<file path="src/rtl/fetch_unit_if.sv">
// Fetch-stage bus bundle: redirect input, instruction-memory request/response, downstream issue.
// master = fetch unit side, slave = memory / decode side.
interface fetch_unit_if #(
  parameter int XLEN = 32
);
  logic            redirect_valid;
  logic [XLEN-1:0] redirect_pc;
  logic            imem_req_valid;
  logic            imem_req_ready;
  logic [XLEN-1:0] imem_req_addr;
  logic            imem_resp_valid;
  logic [XLEN-1:0] imem_resp_data;
  logic            if_valid;
  logic            if_ready;
  logic [XLEN-1:0] if_pc;
  logic [XLEN-1:0] if_inst;

  modport master (
    input  redirect_valid, redirect_pc,
    input  imem_req_ready, imem_resp_valid, imem_resp_data,
    input  if_ready,
    output imem_req_valid, imem_req_addr,
    output if_valid, if_pc, if_inst
  );

  modport slave (
    output redirect_valid, redirect_pc,
    output imem_req_ready, imem_resp_valid, imem_resp_data,
    output if_ready,
    input  imem_req_valid, imem_req_addr,
    input  if_valid, if_pc, if_inst
  );
endinterface

</file>
<file path="src/rtl/fetch_unit.sv">
// Instruction-fetch stage: owns the PC, one outstanding imem request, {pc, inst} issue downstream.
// Optional FETCH_PERF_EN adds perf_fetched / perf_wait_cycles counters.
module fetch_unit #(
  parameter int              XLEN     = 32,
  parameter logic [XLEN-1:0] RESET_PC = '0
) (
  input  logic         clk,
  input  logic         rst_n,
  fetch_unit_if.master bus,
  output logic [1:0]   state_dbg
`ifdef FETCH_PERF_EN
  ,
  output logic [31:0]  perf_fetched,
  output logic [31:0]  perf_wait_cycles
`endif
);

  // Handshakes: a transfer happens on a rising edge where valid && ready; a valid
  // producer holds its payload stable until then, except when a redirect retargets it.
  typedef enum logic [1:0] {BOOT, REQ, WAIT, HOLD} state_t;

  state_t          state, state_n;
  logic [XLEN-1:0] pc, pc_n;
  logic            kill, kill_n;
  logic            capture;
  logic [XLEN-1:0] out_pc, out_inst;
  logic [XLEN-1:0] redirect_tgt;

  assign redirect_tgt = bus.redirect_pc & ~XLEN'(3);

  always_comb begin
    state_n = state;
    pc_n    = pc;
    kill_n  = kill;
    capture = 1'b0;
    case (state)
      BOOT: state_n = REQ;
      REQ: begin
        if (bus.redirect_valid) begin
          pc_n = redirect_tgt;
          // The old-address request still goes out; its response must be dropped.
          if (bus.imem_req_ready) begin
            state_n = WAIT;
            kill_n  = 1'b1;
          end
        end else if (bus.imem_req_ready) begin
          state_n = WAIT;
        end
      end
      WAIT: begin
        if (bus.imem_resp_valid) begin
          kill_n = 1'b0;
          if (bus.redirect_valid) begin
            pc_n    = redirect_tgt;
            state_n = REQ;
          end else if (kill) begin
            state_n = REQ;
          end else begin
            capture = 1'b1;
            state_n = HOLD;
          end
        end else if (bus.redirect_valid) begin
          pc_n   = redirect_tgt;
          kill_n = 1'b1;
        end
      end
      HOLD: begin
        if (bus.redirect_valid) begin
          pc_n    = redirect_tgt;
          state_n = REQ;
        end else if (bus.if_ready) begin
          pc_n    = pc + XLEN'(4);
          state_n = REQ;
        end
      end
      default: state_n = BOOT;
    endcase
  end

  always_ff @(posedge clk or negedge rst_n) begin
    if (!rst_n) begin
      state    <= BOOT;
      pc       <= RESET_PC;
      kill     <= 1'b0;
      out_pc   <= '0;
      out_inst <= '0;
    end else begin
      state <= state_n;
      pc    <= pc_n;
      kill  <= kill_n;
      if (capture) begin
        out_pc   <= pc;
        out_inst <= bus.imem_resp_data;
      end
    end
  end

  assign bus.imem_req_valid = (state == REQ);
  assign bus.imem_req_addr  = pc;
  assign bus.if_valid       = (state == HOLD);
  assign bus.if_pc          = out_pc;
  assign bus.if_inst        = out_inst;
  assign state_dbg          = state;

`ifdef FETCH_PERF_EN
  always_ff @(posedge clk or negedge rst_n) begin
    if (!rst_n) begin
      perf_fetched     <= '0;
      perf_wait_cycles <= '0;
    end else begin
      if (state == HOLD && bus.if_ready && !bus.redirect_valid)
        perf_fetched <= perf_fetched + 32'd1;
      if (state == WAIT)
        perf_wait_cycles <= perf_wait_cycles + 32'd1;
    end
  end
`endif

endmodule

</file>
<file path="src/flat_wrapper.sv">
// flat-port wrapper written by rule: the top's interface ports become plain ports
module fetch_unit_flat 
#(
  parameter int              XLEN     = 32,
  parameter logic [XLEN-1:0] RESET_PC = '0
)
  (clk, rst_n, state_dbg, bus_redirect_valid, bus_redirect_pc, bus_imem_req_ready, bus_imem_resp_valid, bus_imem_resp_data, bus_if_ready, bus_imem_req_valid, bus_imem_req_addr, bus_if_valid, bus_if_pc, bus_if_inst);
  fetch_unit_if #(.XLEN(XLEN)) bus_i ();
  input  logic clk;
  input  logic rst_n;
  output logic [1:0] state_dbg;
  input wire logic [$bits(bus_i.redirect_valid)-1:0] bus_redirect_valid;
  input wire logic [$bits(bus_i.redirect_pc)-1:0] bus_redirect_pc;
  input wire logic [$bits(bus_i.imem_req_ready)-1:0] bus_imem_req_ready;
  input wire logic [$bits(bus_i.imem_resp_valid)-1:0] bus_imem_resp_valid;
  input wire logic [$bits(bus_i.imem_resp_data)-1:0] bus_imem_resp_data;
  input wire logic [$bits(bus_i.if_ready)-1:0] bus_if_ready;
  output wire logic [$bits(bus_i.imem_req_valid)-1:0] bus_imem_req_valid;
  output wire logic [$bits(bus_i.imem_req_addr)-1:0] bus_imem_req_addr;
  output wire logic [$bits(bus_i.if_valid)-1:0] bus_if_valid;
  output wire logic [$bits(bus_i.if_pc)-1:0] bus_if_pc;
  output wire logic [$bits(bus_i.if_inst)-1:0] bus_if_inst;
  assign bus_i.redirect_valid = bus_redirect_valid;
  assign bus_i.redirect_pc = bus_redirect_pc;
  assign bus_i.imem_req_ready = bus_imem_req_ready;
  assign bus_i.imem_resp_valid = bus_imem_resp_valid;
  assign bus_i.imem_resp_data = bus_imem_resp_data;
  assign bus_i.if_ready = bus_if_ready;
  assign bus_imem_req_valid = bus_i.imem_req_valid;
  assign bus_imem_req_addr = bus_i.imem_req_addr;
  assign bus_if_valid = bus_i.if_valid;
  assign bus_if_pc = bus_i.if_pc;
  assign bus_if_inst = bus_i.if_inst;
  fetch_unit #(.XLEN(XLEN), .RESET_PC(RESET_PC)) u_core (.clk(clk), .rst_n(rst_n), .bus(bus_i), .state_dbg(state_dbg));
endmodule
</file>
<file path="config.mk">
export PLATFORM = sky130hd
export DESIGN_NAME = fetch_unit_flat
export DESIGN_NICKNAME = d
export VERILOG_FILES = /design/src/rtl/fetch_unit_if.sv /design/src/rtl/fetch_unit.sv /design/src/flat_wrapper.sv
export SDC_FILE = /design/constraint.sdc
export NUM_CORES = 1
export LEC_CHECK = 0
export ABC_AREA = 1
export ABC_CLOCK_PERIOD_IN_PS = 2390
export BUFFER_PORTS_ARGS = -buffer_cell sky130_fd_sc_hd__buf_2
export CAP_MARGIN = 10
export CORE_UTILIZATION = 54
export CTS_BUF_LIST = sky130_fd_sc_hd__clkbuf_8 sky130_fd_sc_hd__clkbuf_16
export CTS_CLUSTER_SIZE = 28
export DETAILED_ROUTE_END_ITERATION = 10
export GPL_TIMING_DRIVEN = 0
export PLACE_DENSITY = 0.94
export SLEW_MARGIN = 20
export SYNTH_ARGS = -nofsm -noshare
export SYNTH_HDL_FRONTEND = slang
export SYNTH_SLANG_ARGS = --single-unit
</file>
<file path="constraint.sdc">
create_clock -name clk -period 2.39 [get_ports clk]
set_input_delay 0.478 -clock clk [delete_from_list [all_inputs] [get_ports clk]]
set_output_delay 0.478 -clock clk [all_outputs]
set_load 0.01 [all_outputs]
</file>
==> results by group, run 1 <==
Die
  • Die height: 97.2 um
  • Die W: 97.2 um
  • Std-Cell Rows: 34
  • Die area: 9440 um2
  • IO Pins: 170
  • Core box area: 8760 um2
  • Initial Utilization: 0.558

Global routing
  • First-pass GRT wire length: 21,900 um
  • Initial antenna violation count: 1
  • Largest net degree at the start of global routing: 63
  • Vias in the first global route: 4,552
  • GRT Total Usage: 0.293
  • Grt total ovfl: 0

Clock network
  • Skew-Pair Late Insertion Delay: 0.37 ns
  • Clk sinks: 95
  • CTS max path bufs: 2
  • CTS Buf Count: 9
  • Post-CTS Resized: 0
  • Htree depth: 3
  • CTS root buffer: clkbuf_8
  • Clock-pin slew on the worst setup and hold paths: 0.09 ns
  • CTS tree: yes

Pwr
  • Power Density: 1210 nW/um2
  • NetSw: 3250 uW
  • Leak Pwr: 0.00327 uW
  • Pint: 4170 uW
  • Seq pwr share: 0.399
  • Clk pwr share: 0.154
  • Combinational Power Share: 0.447
  • Switching Share: 0.438
  • Maximum vdd drop: 0.646 mV

STA
  • Relative slew slack: 0.572
  • RSZ-0062 raised after global routing: false
  • Worst-Margin Slew: 0.641 ns
  • Tcrit/Tclk final: 0.858
  • Setup violators final: 0
  • Min Tclk post-route: 2.05 ns
  • Final hold vios: 0
  • Setup Total Neg Slack: 0 ns
  • Final Slew Violations: 0
  • Setup slack after layout: 0.338 ns
  • FMAX: 0.487 GHz
  • Clk_skew: 0.00926 ns

Logic synthesis
  • Area leader, netlist: dfrtp_1
  • Synth warnings: 0
  • Largest family of logic cells by synthesized area: simple AND/OR/NAND/NOR gates
  • Synth area leaders: dfrtp_1 (49%), nand2_1 (14%), mux2_1 (6.9%)
  • Mapped cell area: 4890 um2
  • Compound-Gate Fraction of Synth Area: 0.0773
  • Post-synthesis adder-cell area fraction: 0.0102
  • Synth Area in XOR/XNOR: 0.00537
  • Mux cell area share after synthesis: 0.0814
  • Synth Flop Type: dfrtp_1
  • Simple-Gate Fraction of Synth Area: 0.269
  • Mapped Cells: 603
  • Ys async rst share: 1.00
  • Register area share after synthesis: 0.486
  • Synth cell types: 33
  • Syn_area_per_cell: 8.11 um2
  • Post-synth top area share: 0.486
  • EDFF count, synth: 0
  • Yosys reg bits: 95

Final layout
  • Filler Cell Count: 731
  • Area delta synth->final: 24.9%
  • Final Non-Filler Cells: 895
  • Fraction of layout cells with a size suffix above 1: 0.277
  • # nets final: 856
  • Commonest non-fill, non-tap cells in the layout: nand2_1 (183), buf_2 (168), dfrtp_1 (95)
  • Most common cell after layout, fill and taps aside: nand2_1

Setup path
  • Crit path launch type: flop
  • Crit path max fanout: 10
  • Crit-path cells: inv_1, ha_1, inv_1, o21ai_2, clkbuf_1, nor2_1, nand2_1, nand2_1
  • CP peak stage delay: 0.55 ns
  • CP top delay family: buffers and inverters
  • Crit. End Element: flop
  • Reg2reg setup slack: 0.34 ns
  • CP Data Required Time: 2.66 ns
  • Crit Path Class: reg -> reg
  • Slowest-stage cell, CP: clkbuf_1
  • CP arrival: 2.32 ns
  • CP Buf/Inv Count: 3

Drt
  • Routed wire length per instance: 14.9 um
  • ANT nets after route: 0
  • Vias per cell: 5.38
  • Via count: 4,818
  • Wl on met1: 5480 um
  • Met3 Wirelength: 1130 um
  • DR top layer: met4
  • WL final: 13,400 um
  • TritonRoute pass-1 iters: 6
  • Met2 WL: 6490 um
  • # DRC: 0
  • DR iter-0 viols: 440

Worst hold path
  • Min-delay worst type: in -> reg

Placement
  • # port buffers: 163
  • Place WS: 0.414 ns
  • Post-Place Cells: 878
  • HPWL after detailed placement: 10,200 um
  • Final GP Congestion: 0.997

Flow run
  • Max Cap Viol: 0

Run status
  • Status: completed
-- path summary, 6_finish.rpt --
kind | from | end | depth (start not counted)
setup / recovery | u_core.state_dbg[0] | u_core.bus.imem_req_addr[27] | 8
hold / removal | bus_imem_resp_data[22] | u_core.bus.if_inst[22] | 2
setup reg to reg | u_core.state_dbg[0] | u_core.bus.imem_req_addr[27] | 8
hold reg to reg | u_core.bus.if_pc[7] | u_core.bus.if_pc[7] | 2
max in group asynchronous | rst_n | u_core.bus.imem_req_addr[19] | 3
min in group asynchronous | rst_n | u_core.bus.if_inst[9] | 2
-- layer usage --
| metal | up-vias | GRT usage |
|---|---|---|
| li1 | 2271 | - |
| met1 | 2253 | 0.390 |
| met2 | 267 | 0.491 |
| met3 | 27 | 0.0324 |
| met4 | 0 | 0.114 |
| met5 | - | 0 |
-- worst reg2reg max path, cell delays in order (launching register included) --
cell,delay (ns)
dfrtp_1,0.41
inv_1,0.06
ha_1,0.32
inv_1,0.06
o21ai_2,0.30
clkbuf_1,0.55
nor2_1,0.11
nand2_1,0.09
nand2_1,0.04
-- through the flow --
step	area, um2	hold slack (ns)	power [uW]	utilization
final	6110	0.309	7410	0.697
after global routing	6110	0.311	7960	0.697
after CTS	6110	0.306	7390	0.697
after detailed placement	5890	0.393	6240	0.672
after global placement	5850	0.462	6080	0.668
after floorplan	4900	0.182	4850	-
-- power by group through the flow --
stage | clock network [uW] | logic (uW) | registers (uW)
3_3_place_gp | 0 | 3150 | 2930
6_report | 1140 | 3310 | 2960
5_1_grt | 1230 | 3680 | 3050
4_1_cts | 1160 | 3300 | 2940
2_1_floorplan | 0 | 1670 | 3170
3_5_place_dp | 0 | 3270 | 2960
-- cells in the mapped netlist, types with 2 or more instances --
library cell and n:
nand4_1 2, buf_6 3, buf_2 6, buf_4 6, nand3_1 32, a21oi_1 9
o22ai_1 6, ha_1 4, nand2_1 183, o21ai_0 49, nor2_2 8, clkbuf_1 7
xor2_1 3, mux2_4 4, inv_2 2, inv_1 51, buf_1 2, nor2_1 80
dfrtp_1 95, o21ai_1 4, mux2_1 30, nor2_4 3, nand2_2 4
-- layout make-up --
class                      count  area (um2)  share of cell area
inverter                      53         199              0.0326
multi-input combinational    434        2180               0.357
tap                          108         135              0.0221
timing repair buffer         165         860               0.141
clock buffer                   9         124              0.0203
sequential                    95        2380               0.389
clock inverter                 6        86.3              0.0141
antenna                        1        2.50            0.000410
buffer                        24         143              0.0234
-- sequential cells by signal, summed over array words and instances, names as in the netlist --
name / flops
u_core.bus.if_inst: 32
u_core.bus.if_pc: 30
u_core.bus.imem_req_addr: 30
u_core.state_dbg: 2
u_core.kill: 1
-- logic make-up after synthesis --
logic type | Yosys count
simple gates | 317
flops | 95
buf+inv | 77
compound gates | 72
mux | 34
fa+ha+maj | 4
xor+xnor | 3
other cells | 1
-- timing repair --
action	in CTS	in global routing
hold buffers	1	0
hold endpoints to repair	29	0
setup buffers	0	0
endpoints found under the setup margin	0	0
Note: power is estimated with default switching activity, not from simulation.
==> inputs of run 2 (changes only) <==
Settings changed: CORE_UTILIZATION 54 to 52, PLACE_DENSITY 0.94 to 0.92.
==> run 2 against run 1 <==
Compared with the run above:
- combinational power barely moved
- sequential share of layout area about the same
- via count decreased by 1.1%
- critical endpoint is now u_core.bus.imem_req_addr[29]
- clock-buffer cell count unchanged
- final area shrank 0.12%
- non-clock buffer count is the same
- critical path type unchanged
- die area increased by 3.8%
==> results by group, run 2 (synthesis results as in run 1) <==
STA
  • Clk_skew: 0.0136 ns
  • Worst Hold Margin: 0.314 ns
  • Tcrit/Tclk final: 0.830
  • Worst-Margin Slew: 0.626 ns
  • Final Slew Violations: 0
  • Min Tclk post-route: 1.98 ns
  • RSZ-0062 raised after global routing: false
  • Final hold vios: 0
  • Relative slew slack: 0.583
  • Setup slack after layout: 0.407 ns
  • Setup Total Neg Slack: 0 ns
  • Setup violators final: 0
  • FMAX: 0.504 GHz

Clock network
  • CTS Buf Count: 9
  • Clk sinks: 95
  • CTS root buffer: clkbuf_8
  • Post-CTS Resized: 0
  • CTS max path bufs: 2
  • CTS tree: yes
  • Clock-pin slew on the worst setup and hold paths: 0.10 ns
  • Skew-Pair Late Insertion Delay: 0.36 ns
  • Htree depth: 3
  • Setup bufs post-CTS: 0

Placement
  • Place WS: 0.387 ns
  • Post-Place Cells: 881
  • Final GP Congestion: 0.965
  • # port buffers: 163
  • HPWL after detailed placement: 10,200 um

Setup path
  • CP top delay family: buffers and inverters
  • R2r worst-path depth: 8
  • Slowest-stage cell, CP: clkbuf_1
  • RR Startpoint: u_core.state_dbg[0]
  • Reg2reg end: u_core.bus.imem_req_addr[29]
  • Crit-path cells: inv_1, ha_1, inv_1, o21ai_2, clkbuf_1, nor2_1, nand2_1, nand2_1
  • CP Data Required Time: 2.64 ns
  • Reg2reg setup slack: 0.41 ns
  • CP Buf/Inv Count: 3
  • Crit. End Element: flop
  • Crit Path Class: reg -> reg
  • Crit path launch type: flop
  • CP arrival: 2.23 ns
  • CP peak stage delay: 0.53 ns
  • Crit path max fanout: 10

Final layout
  • Area delta synth->final: 24.8%
  • Commonest non-fill, non-tap cells in the layout: nand2_1 (183), buf_2 (168), dfrtp_1 (95)
  • Fraction of layout cells with a size suffix above 1: 0.278
  • Final Non-Filler Cells: 898
  • Most common cell after layout, fill and taps aside: nand2_1
  • Filler Cell Count: 775
  • Max FFs per register: 32
  • # diodes: 0
  • # nets final: 856

Flow run
  • Max Cap Viol: 0

Global routing
  • Grt total ovfl: 0
  • Initial antenna violation count: 0
  • Vias in the first global route: 4,449
  • Largest net degree at the start of global routing: 67
  • GRT Total Usage: 0.282
  • First-pass GRT wire length: 21,400 um

Worst hold path
  • Worst Hold End: u_core.bus.if_inst[17]
  • Hold Path Depth: 2
  • Worst Min Path Start: bus_imem_resp_data[17]
  • Min-delay worst type: in -> reg

Die
  • IO Pins: 170
  • Initial Utilization: 0.534
  • Core box area: 9150 um2
  • Die height: 99.0 um
  • Die W: 99.0 um
  • Std-Cell Rows: 35
  • Die area: 9800 um2

Pwr
  • Power Density: 1200 nW/um2
  • Maximum vdd drop: 0.601 mV
  • Leak Pwr: 0.00327 uW

Drt
  • TritonRoute pass-1 iters: 6
  • Routed wire length per instance: 14.8 um
  • # DRC: 0
  • Vias per cell: 5.31
  • WL final: 13,300 um
  • DR iter-0 viols: 433
  • Via count: 4,767
  • ANT nets after route: 0

Run status
  • Status: completed
-- run 2: cell count changes in the layout (fill, tap and decap cells not counted) --
| cell | change |
|---|---|
| inv_6 | +3 |
| diode_2 | -1 |
| clkinv_2 | -1 |
| bufinv_16 | -1 |
-- run 2: repair_timing --
action | in CTS | in global routing
hold endpoints to repair | 29 | 0
setup endpoints to repair | 0 | 0
hold buffers | 1 | 0
-- run 2: worst register-to-register path: stages, from the launching register on --
cell	delay [ns]
dfrtp_1	0.42
inv_1	0.06
ha_1	0.31
inv_1	0.06
o21ai_2	0.25
clkbuf_1	0.53
nor2_1	0.11
nand2_1	0.09
nand2_1	0.05
-- run 2: through the flow --
stage / power [uW] / util / area, um2
detailed placement: 6250 / 0.643 / 5890
finish: 7330 / 0.667 / 6100
CTS: 7340 / 0.667 / 6100
global placement: 6100 / 0.640 / 5860
floorplan: 4850 / - / 4900
global route: 7920 / 0.667 / 6100
-- run 2: metal layers --
layer,track usage,share of wire,vias up
met5,0,0,-
met3,0.0553,0.092,23
met1,0.368,0.41,2203
met4,0.0700,0.015,0
met2,0.483,0.48,265
li1,-,-,2276
-- run 2: cell type report --
class                           count  area, um2  share of cell area
Tap cell                          111        139              0.0228
Buffer                             24        143              0.0234
Inverter                           53        199              0.0326
Clock inverter                      7       77.6              0.0127
Timing Repair Buffer              165        860               0.141
Multi-Input combinational cell    434       2180               0.358
Clock buffer                        9        124              0.0203
Sequential cell                    95       2380               0.390
-- run 2: worst max-delay path by stage --
stage | start | end | cells past startpoint | slack [ns]
global placement | rst_n | u_core.kill | 1 | -0.06
finish | u_core.state_dbg[0] | u_core.bus.imem_req_addr[29] | 8 | 0.41
floorplan | u_core.state_dbg[0] | u_core.bus.imem_req_addr[16] | 8 | 0.76
detailed placement | u_core.state_dbg[0] | u_core.bus.imem_req_addr[28] | 8 | 0.39
CTS | u_core.state_dbg[0] | u_core.bus.imem_req_addr[29] | 8 | 0.36
global route | u_core.state_dbg[0] | u_core.bus.imem_req_addr[28] | 8 | 0.26
-- run 2: where the power goes --
group / leakage, uW / switching [uW] / internal, uW
clock: 0.000106 / 593 / 497
sequential: 0.00121 / 633 / 2310
combinational: 0.00195 / 2020 / 1270
==> inputs of run 3 (changes only) <==
Settings changed: ABC_CLOCK_PERIOD_IN_PS 2390 to 1600, CORE_UTILIZATION 52 to 46, PLACE_DENSITY 0.92 to 0.86.
Clock period 2.39 ns to 1.6 ns, I/O delays scaled along.
==> run 3 against run 2 <==
Compared with the run above:
- the flow now finishes with violations (negative setup slack)
- worst setup slack got worse by 0.43 ns
- non-clock buffer count is 12 higher
- global-route usage fell by 2.1 points
- critical path depth is the same
- sequential power increased by 51%
- final area increased by 4.8%
- largest power group unchanged
==> results by group, run 3 (synthesis results as in run 1) <==
Global routing
  • First-pass GRT wire length: 22,400 um
  • Largest net degree at the start of global routing: 68
  • Initial antenna violation count: 0
  • Grt total ovfl: 0
  • Vias in the first global route: 4,557
  • GRT Total Usage: 0.261

STA
  • Setup slack after layout: -0.0264 ns
  • Tcrit/Tclk final: 1.02
  • Setup violators final: 6
  • RSZ-0062 raised after global routing: true
  • Clk_skew: 0.00647 ns
  • Final Slew Violations: 0
  • Final hold vios: 0
  • Setup Total Neg Slack: -0.0837 ns
  • FMAX: 0.615 GHz
  • Min Tclk post-route: 1.63 ns
  • Worst Hold Margin: 0.169 ns

Run status
  • Status: complete, but fails checks
  • Failing checks: negative setup slack

Setup path
  • Crit path max fanout: 9
  • Reg2reg setup slack: -0.03 ns
  • Crit-path cells: ha_4, nand2_1, nand2_2, o21ai_4, inv_4, buf_6, o21ai_0, a21oi_1
  • CP Launch Point: u_core.state_dbg[1]
  • CP endpoint: u_core.bus.imem_req_addr[5]
  • CP peak stage delay: 0.47 ns
  • Reg2reg end: u_core.bus.imem_req_addr[5]
  • RR Startpoint: u_core.state_dbg[1]
  • Crit. End Element: flop
  • Slowest-stage cell, CP: dfrtp_2
  • CP Data Required Time: 1.88 ns
  • Crit Path Class: reg -> reg
  • Crit path launch type: flop
  • CP arrival: 1.91 ns
  • R2r worst-path depth: 8

Final layout
  • Post-route core utilization: 0.619
  • Area delta synth->final: 30.7%
  • Most common cell after layout, fill and taps aside: nand2_1
  • # diodes: 0
  • # nets final: 869
  • Max FFs per register: 32
  • Register area: 2390 um2
  • Filler Cell Count: 915
  • Fraction of layout cells with a size suffix above 1: 0.329
  • Commonest non-fill, non-tap cells in the layout: nand2_1 (181), buf_2 (162), dfrtp_1 (88)
  • Multi-input logic area: 2290 um2

Drt
  • DR iter-0 viols: 421
  • ANT nets after route: 0
  • Via count: 4,824
  • Vias per cell: 5.18
  • Routed wire length per instance: 15.1 um
  • TritonRoute pass-1 iters: 5
  • # DRC: 0
  • WL final: 14,100 um

Clock network
  • Skew-Pair Late Insertion Delay: 0.35 ns
  • Clk sinks: 95
  • CTS root buffer: clkbuf_8
  • CTS tree: yes
  • Htree depth: 3
  • CTS max path bufs: 2
  • CTS Buf Count: 9
  • Clock-pin slew on the worst setup and hold paths: 0.08 ns

Die
  • Die W: 105 um
  • Die area: 11,000 um2
  • Core box area: 10,300 um2
  • Die height: 105 um
  • Std-Cell Rows: 37
  • Initial Utilization: 0.474
  • IO Pins: 170

Pwr
  • Combinational Power Share: 0.488
  • Leak Pwr: 0.00334 uW
  • Clk pwr share: 0.130
  • Power Density: 1810 nW/um2
  • Seq pwr share: 0.383
  • Maximum vdd drop: 0.897 mV
  • NetSw: 5030 uW
  • Switching Share: 0.435
  • Pint: 6540 uW

Flow run
  • Max Cap Viol: 0

Placement
  • # port buffers: 163
  • HPWL after detailed placement: 10,300 um
  • Final GP Congestion: 0.965

Worst hold path
  • Min-delay worst type: in -> reg
==> run 3: cell count changes in the layout (fill, tap and decap cells not counted), moves of 4 or more <==
cell | before | now
o21ai_0 | 49 | 43
buf_2 | 168 | 162
buf_4 | 6 | 16
inv_6 | 4 | 0
nor2_1 | 80 | 75
clkbuf_1 | 7 | 2
dfrtp_1 | 95 | 88
buf_6 | 4 | 10
dfrtp_2 | 0 | 7
inv_1 | 52 | 47
==> run 3: critical path, delay by kind of cell, from the launching register on <==
family	cells	cell delay, ns
flops	1	0.47
compound gates	3	0.34
fa+ha+maj	1	0.31
buf+inv	2	0.28
simple gates	2	0.13
==> run 3: repair_timing <==
| item | in CTS | in global routing |
|---|---|---|
| pin swaps | 4 | 6 |
| resized for setup | 34 | 35 |
| setup endpoints to repair | 92 | 64 |
| gates cloned | 1 | 1 |
| hold buffers | 1 | 0 |
| endpoints found under the hold margin | 28 | 0 |
| setup buffers | 4 | 7 |
==> run 3: cell type report <==
| class | count | area share |
|---|---|---|
| flip-flops and latches | 95 | 0.373 |
| multi-input cells | 435 | 0.358 |
| repair buffers | 177 | 0.149 |
| plain buffers | 24 | 0.0335 |
| inverters | 53 | 0.0319 |
| well taps | 136 | 0.0266 |
| clock buffers | 10 | 0.0215 |
| clock inverters | 2 | 0.00548 |
==> run 3: per-stage QoR <==
| step | worst slack (ns) | cells | area, um2 | power [uW] |
|---|---|---|---|---|
| after CTS | -0.00438 | 924 | 6250 | 11300 |
| after global routing | -0.0638 | 932 | 6390 | 12400 |
| after floorplan | 0.0217 | 606 | 4910 | 7250 |
| after detailed placement | -0.229 | 906 | 5930 | 9350 |
| after global placement | -0.718 | 905 | 5890 | 9140 |
| final | -0.0264 | 932 | 6390 | 11600 |
==> run 3: per-layer routing <==
layer  wire length [um]  global-route usage  vias to the layer above
met3               1060              0.0331                       39
met4                332              0.0825                        0
li1                   -                   -                     2298
met1               5820               0.352                     2260
met2               6880               0.436                      227
met5                  0                   0                        -
==> run 3: how the worst min path moves through the flow <==
| stage | start | end | slack [ns] | cells past startpoint |
|---|---|---|---|---|
| after floorplan | rst_n | u_core.bus.if_inst[0] | 0.02 | 0 |
| after CTS | bus_imem_resp_data[16] | u_core.bus.if_inst[16] | 0.16 | 2 |
| after detailed placement | rst_n | u_core.bus.if_inst[10] | 0.21 | 1 |
| after global routing | bus_imem_resp_data[23] | u_core.bus.if_inst[23] | 0.15 | 2 |
| final | bus_imem_resp_data[16] | u_core.bus.if_inst[16] | 0.17 | 2 |
| after global placement | u_core.bus.if_pc[2] | u_core.bus.if_pc[2] | 0.46 | 2 |
==> run 3: power by group through the flow <==
stage / Clock [uW] / Sequential, uW / Combinational (uW)
after CTS: 1530 / 4410 / 5330
final: 1500 / 4430 / 5640
after global routing: 1650 / 4580 / 6200
after detailed placement: 0 / 4430 / 4920
after global placement: 0 / 4380 / 4770
after floorplan: 0 / 4740 / 2510
